**config.mk**
```make
export PLATFORM = sky130hd
export DESIGN_NAME = riscv_i32_fetch_data_buffer
export DESIGN_NICKNAME = d
export VERILOG_FILES = /design/src/rtl/riscv_i32_fetch_data_buffer.sv
export SDC_FILE = /design/constraint.sdc
export NUM_CORES = 1
export LEC_CHECK = 0
export CORE_MARGIN = 5
export CORE_UTILIZATION = 48
export DETAILED_ROUTE_END_ITERATION = 10
export GPL_TIMING_DRIVEN = 0
export PLACE_DENSITY_LB_ADDON = 0.3
export RECOVER_POWER = 100
export SLEW_MARGIN = 5
export SYNTH_ARGS = -nofsm -noshare
export SYNTH_HDL_FRONTEND = slang
export SYNTH_SLANG_ARGS = --single-unit
```
**constraint.sdc**
```tcl
create_clock -name clk -period 13.3 [get_ports clk]
set_input_delay 3.99 -clock clk [delete_from_list [all_inputs] [get_ports clk]]
set_output_delay 3.99 -clock clk [all_outputs]
set_load 0.02 [all_outputs]
```
**src/rtl/riscv_i32_fetch_data_buffer.sv**
```systemverilog
// riscv_i32_fetch_data_buffer: DEPTH-entry FIFO between ifetch responses and decode.
// Debug-fetch substitution and debug-instruction injection are resolved at push time.
module riscv_i32_fetch_data_buffer #(
  parameter int          DEPTH           = 2,
  parameter int          DEBUG_ADDR_BITS = 8,
  parameter logic [31:0] DEBUG_EBREAK    = 32'h0010_0073
) (
  input  logic                           clk,
  input  logic                           reset_n,
  input  logic                           ifetch_req__flush_pipeline,
  input  logic [2:0]                     ifetch_req__req_type,
  input  logic [31:0]                    ifetch_req__address,
  input  logic [2:0]                     ifetch_req__mode,
  input  logic                           ifetch_resp__valid,
  input  logic [31:0]                    ifetch_resp__data,
  input  logic                           pipeline_fetch_req__debug_fetch,
  input  logic                           pipeline_fetch_req__predicted_branch,
  input  logic [31:0]                    pipeline_fetch_req__pc_if_mispredicted,
  input  logic [31:0]                    pipeline_state__instruction_data,
  input  logic                           pipeline_state__instruction_debug__valid,
  input  logic [1:0]                     pipeline_state__instruction_debug__debug_op,
  input  logic [15:0]                    pipeline_state__instruction_debug__data,
  input  logic                           decode_ready,
  output logic                           pipeline_fetch_data__valid,
  output logic [2:0]                     pipeline_fetch_data__mode,
  output logic [31:0]                    pipeline_fetch_data__pc,
  output logic [2:0]                     pipeline_fetch_data__instruction__mode,
  output logic [31:0]                    pipeline_fetch_data__instruction__data,
  output logic                           pipeline_fetch_data__instruction__debug__valid,
  output logic [1:0]                     pipeline_fetch_data__instruction__debug__debug_op,
  output logic [15:0]                    pipeline_fetch_data__instruction__debug__data,
  output logic                           pipeline_fetch_data__dec_predicted_branch,
  output logic [31:0]                    pipeline_fetch_data__dec_pc_if_mispredicted,
  output logic                           buffer_full,
  output logic [$clog2(DEPTH+1)-1:0]     buffer_count,
  output logic                           overflow
);
  localparam int PW = $clog2(DEPTH);
  localparam int CW = $clog2(DEPTH+1);
  typedef struct packed {
    logic [2:0]  mode;
    logic [31:0] pc;
    logic [31:0] data;
    logic        dbg_valid;
    logic [1:0]  dbg_op;
    logic [15:0] dbg_data;
    logic        pred;
    logic [31:0] pc_mis;
  } entry_t;
  entry_t        r_mem [DEPTH];
  entry_t        w_entry, w_out;
  logic [PW-1:0] r_rd, r_wr, w_wr_idx;
  logic [CW-1:0] r_count;
  logic          r_overflow;
  logic          w_push_req, w_pop, w_full, w_do_push, w_wr_en, w_dbg_hit;
  assign w_push_req = (ifetch_resp__valid && ifetch_req__req_type != 3'd0) ||
                      pipeline_fetch_req__debug_fetch || pipeline_state__instruction_debug__valid;
  assign w_full     = r_count == CW'(DEPTH);
  assign w_pop      = pipeline_fetch_data__valid && decode_ready;
  assign w_do_push  = w_push_req && (!w_full || w_pop);
  assign w_wr_en    = ifetch_req__flush_pipeline ? w_push_req : w_do_push;
  assign w_wr_idx   = ifetch_req__flush_pipeline ? '0 : r_wr;
  assign w_dbg_hit  = ifetch_req__address[DEBUG_ADDR_BITS-1:0] == '0;
  always_comb begin
    w_entry           = '0;
    w_entry.mode      = ifetch_req__mode;
    w_entry.pc        = ifetch_req__address;
    w_entry.pred      = pipeline_fetch_req__predicted_branch;
    w_entry.pc_mis    = pipeline_fetch_req__pc_if_mispredicted;
    w_entry.data      = pipeline_state__instruction_debug__valid ? pipeline_state__instruction_data :
                        !pipeline_fetch_req__debug_fetch          ? ifetch_resp__data :
                        w_dbg_hit                                 ? pipeline_state__instruction_data :
                                                                    DEBUG_EBREAK;
    w_entry.dbg_valid = pipeline_state__instruction_debug__valid;
    w_entry.dbg_op    = pipeline_state__instruction_debug__valid ? pipeline_state__instruction_debug__debug_op : 2'd0;
    w_entry.dbg_data  = pipeline_state__instruction_debug__valid ? pipeline_state__instruction_debug__data : 16'd0;
  end
  always_ff @(posedge clk) if (w_wr_en) r_mem[w_wr_idx] <= w_entry;
  // flush wins over pop; a same-cycle push lands in slot 0
  always_ff @(posedge clk or negedge reset_n) begin
    if (!reset_n) begin
      r_rd       <= '0;
      r_wr       <= '0;
      r_count    <= '0;
      r_overflow <= 1'b0;
    end else if (ifetch_req__flush_pipeline) begin
      r_rd    <= '0;
      r_wr    <= PW'(w_push_req);
      r_count <= CW'(w_push_req);
    end else begin
      r_rd       <= r_rd + PW'(w_pop);
      r_wr       <= r_wr + PW'(w_do_push);
      r_count    <= r_count + CW'(w_do_push) - CW'(w_pop);
      r_overflow <= r_overflow || (w_push_req && w_full && !w_pop);
    end
  end
  assign pipeline_fetch_data__valid = r_count != '0;
  assign w_out = pipeline_fetch_data__valid ? r_mem[r_rd] : '0;
  assign pipeline_fetch_data__mode                         = w_out.mode;
  assign pipeline_fetch_data__pc                           = w_out.pc;
  assign pipeline_fetch_data__instruction__mode            = w_out.mode;
  assign pipeline_fetch_data__instruction__data            = w_out.data;
  assign pipeline_fetch_data__instruction__debug__valid    = w_out.dbg_valid;
  assign pipeline_fetch_data__instruction__debug__debug_op = w_out.dbg_op;
  assign pipeline_fetch_data__instruction__debug__data     = w_out.dbg_data;
  assign pipeline_fetch_data__dec_predicted_branch         = w_out.pred;
  assign pipeline_fetch_data__dec_pc_if_mispredicted       = w_out.pc_mis;
  assign buffer_full  = w_full;
  assign buffer_count = r_count;
  assign overflow     = r_overflow;
endmodule

```
; After elaboration in Yosys (flattened, before gate mapping)
; Memories as Yosys holds them, arrays and structs flattened.
; Cells that the tools add are included.
[word_totals]
register_bits = 5
mem_bits_rw = 238
in_bits = 160
out_inout_bits = 127
wordCells = 37
mem_count = 1
[classes]
addsub = 4
eq_ne = 1
n_mux = 13
reduce_logical = 14
[mem_list]
columns = memory, depth, width, rd, rd_clocked_by_memory_dff, wr, line
row1 = r_mem, 2, 119, 1, 0, 1, 50  ; entry_t r_mem [DEPTH];
[op_table]
columns = cell, count
row1 = 2-to-1 mux 119 bit, 1
row2 = 2-to-1 mux 32 bit, 3
row3 = 2-to-1 mux 16 bit, 1
row4 = logical NOT 8 bit, 1
row5 = 2-to-1 mux 1 bit, 6
row6 = logical AND 1 bit, 5
row7 = logical OR 1 bit, 4
row8 = 2-to-1 mux 2 bit, 2
row9 = nonzero test 3 bit, 1
row10 = adder 1 bit, 2
row11 = adder 2 x 1 -> 2 bit, 1
row12 = equality test 2 bit (second input constant), 1
row13 = logical NOT 1 bit, 2
row14 = nonzero test 2 bit, 1
row15 = subtractor 2 x 1 -> 2 bit, 1

; Depth between registers and ports, before layout
[depth]
ltp_word = 8
ltp_mapped = 10
mapped_depth_nobuf = 9

; Worst setup path after synthesis
; No wires, ideal clock.
[synth_timing]
path_kind = input to register
startpoint = input port pipeline_state__instruction_debug__valid
endpoint = memory r_mem[1][0] (netlist bit) (enable)
setup_time_ps = 744
t_arrival_ps = 12445
required_ps = 12556
setup_slack_ps = 111
cell_stages = 4
path_buffers = 1
cell_sequence = nor2_1 -> buf_2 -> and2_1 -> nor3_1
[synth_between]
elab_chain_cells = 5
[synth_rtl]
columns = element, line
row1 = from (decl), 20  ; input logic pipeline_state__instruction_debug__valid,
row2 = logical OR 1 bit (*), 57  ; pipeline_fetch_req__debug_fetch || pipeline_state__instruction_debug__valid;
row3 = logical AND 1 bit, 60  ; assign w_do_push = w_push_req && (!w_full || w_pop);
row4 = 2-to-1 mux 1 bit (*), 61  ; assign w_wr_en = ifetch_req__flush_pipeline ? w_push_req : w_do_push;
row5 = 2-to-1 mux 1 bit (*), 78  ; always_ff @(posedge clk) if (w_wr_en) r_mem[w_wr_idx] <= w_entry;
row6 = 2-to-1 mux 1 bit (implied by the code) (*), 78
row7 = to (decl), 50
; Every way passes the cells marked *; elsewhere a longest branch is shown, timed or not.

; Worst setup path after layout
[layout_timing]
startpoint = input port pipeline_state__instruction_debug__valid
endpoint = memory r_mem[0][100] (netlist bit) (enable)
; Same word-level chain as after synthesis.

==> metrics.csv <==
metric,value,unit
status,"complete, but fails checks",
violations,"max-capacitance violations, max-slew violations",
hold_viol_final,0,
num-fill-cells,1433,
num_vias,6131,
synthMuxAreaShare,12.1,%
drv_cap,2,
crit_fanout,28,
yosysUniqueCellTypes,32,
num_io_pins,287,
drtIter0Drc,258,
h-tree-depth,1,
cts_root_buf,clkbuf_16,
drc,0,
routed_wl,22700,um
synthSimpleGateAreaFrac,6.77,%
grtUsageMet3,4.86,%
gp_congestion,0.751,
cp-end-kind,register,
final_core_util,68.6,%
cts_hold_buf,0,
clkLatencyLatePin,500,ps
drive_gt1_share,7.47,%
synthXorXnorAreaFrac,0.179,%
grt_max_degree,31,
crit_path_start_kind,input port,
dieArea,23400,sq um
vias_per_cell,5.01,
synth_top_area_cell,edfxtp_1,
p_per_area,192,nW/um^2
use_met2,33.7,%
met1_usage,22.5,%
gr-usage-all-layers,18.7,%
netlist_area,9810,sq um
seq_area_frac_synth,74.2,%
drtPass1Iterations,5,
cts_tree,built,
rsz0062_at_grt,false,
synth-main-ff-cell,edfxtp_1,
slew_headroom,-15.8,%
post_drt_wl_per_cell,18.6,um
max_freq,0.115,GHz
ys_warn_count,0,
tightest_slew,1740,ps
cts_resized,0,
die_y,153,um
synthCells,608,
antenna_left,0,
synth-seq-cells,243,
die_x,153,um
layout_common_cells,"edfxtp_1, dlygate4sd3_1, nor2_1",
cts.sinks,243,
synth_top_family_by_area,multiplexers,
fin_crit_sh,65.4,%
path_clk_slew,60,ps
initial_core_util,48.6,%
io_buffers,286,
hold_path.class,reg -> reg,
cellLeakagePower,5.12,nW
power,2.66,mW
rows,52,
mostFrequentLayoutCell,edfxtp_1,
syn_nets,770,
synth_area_leaders,"edfxtp_1, mux2i_1, nor2_1",
area_delta_synth_final,41.0,%
slew_violations,59,
grt.overflow.total,0,
syn_area_per_cell,16.1,sq um
grt_antenna_before_repair,1,
grt_pass1_vias,6392,
post_cts_buffers,0,
synth_top_area_share,72.9,%
rrSetupSlack,8660,ps
cts_made_buffers,25,
cp_data_required_time,13500,ps
synthAdderAreaFrac,0.255,%
coreArea,20200,sq um
grt.busiest_layer,met2,
critPathKind,in -> reg,
ys_async_sr_fraction,2.06,%
clock-skew-final,8.43,ps
finalSetupViolCount,0,
critPathArrivalTime,8890,ps
nNetsFinal,1100,
finalCriticalPeriod,8690,ps
synth-compound-area-share,3.71,%
clock_path_buffers,3,
hpwl,16700,um
synth-edff-count,238,
ir_drop,128,uV
grt_pass1_wl,34400,um
[per-layer routing]
layer  share of wire (%)  vias to the layer above
met5                   0                        -
met4                 2.0                        0
met3                 8.6                       38
met2                  51                      237
met1                  39                     2933
li1                    -                     2923
[report_power, final]
| group | internal (mW) | total, mW | switching [mW] | leakage (nW) |
|---|---|---|---|---|
| Sequential | 0.951 | 0.979 | 0.0278 | 2.38 |
| Clock | 0.399 | 0.664 | 0.264 | 0.374 |
| Combinational | 0.424 | 1.02 | 0.592 | 2.36 |
[critical path, cell delays in order]
cell and delay, ps:
dlygate4sd3_1 630, nor2_1 120, clkbuf_1 290, and2_0 290
nor2_1 960, clkbuf_1 1050, clkbuf_1 1220, buf_12 310
[cell usage after synthesis, types with 2 or more instances]
cell type	instances
edfxtp_1	238
nor2_1	126
mux2i_1	119
and2_1	20
a22o_2	19
buf_4	13
buf_2	12
clkbuf_1	10
a22o_1	7
inv_1	6
o22a_1	6
dfrtp_1	5
a21oi_1	3
nor3_1	3
buf_12	2
ha_1	2
xor2_1	2
[flip-flops by register name, indices dropped and copies added, names as in the netlist]
register      cells
r_wr              1
overflow          1
r_mem           238
buffer_count      2
r_rd              1
[logic make-up after synthesis]
| logic type | after synthesis |
|---|---|
| AOI/OAI and AO/OA | 41 |
| and+or+nand+nor | 156 |
| adders and majority gates | 2 |
| muxes | 119 |
| DFF | 243 |
| buffers and inverters | 45 |
| xor gates and xnor gates | 2 |
[worst paths after layout]
path,startpoint,depth (start not counted),end
max,pipeline_state__instruction_debug__valid,8,r_mem[0][100]
min,overflow,1,overflow
max reg2reg,buffer_count[0],6,r_mem[0][100]
min reg2reg,overflow,1,overflow
max in group asynchronous,reset_n,1,buffer_count[1]
min in group asynchronous,reset_n,1,buffer_count[0]
[stage by stage]
stage	area, sq um	setup slack (ps)	cells	TNS [ps]	hold WS, ps
floorplan	9810	111	608	0	540
global placement	13000	-5250	1164	-644770	442
finish	13800	4610	1223	0	476
CTS	14000	6610	1221	0	475
global route	13800	4100	1222	0	499
detailed placement	13200	6360	1181	0	452
[area by class of cell]
class	count	area [sq um]	area share, %
clock buffer	29	641	4.63
multi-input combinational	320	2260	16.4
tap	270	338	2.44
antenna	2	5.00	0.0362
timing repair buffer	303	2940	21.3
clock inverter	11	131	0.950
sequential	243	7270	52.6
buffer	39	214	1.55
inverter	6	22.5	0.163
Note: power is estimated with default switching activity, not from simulation.
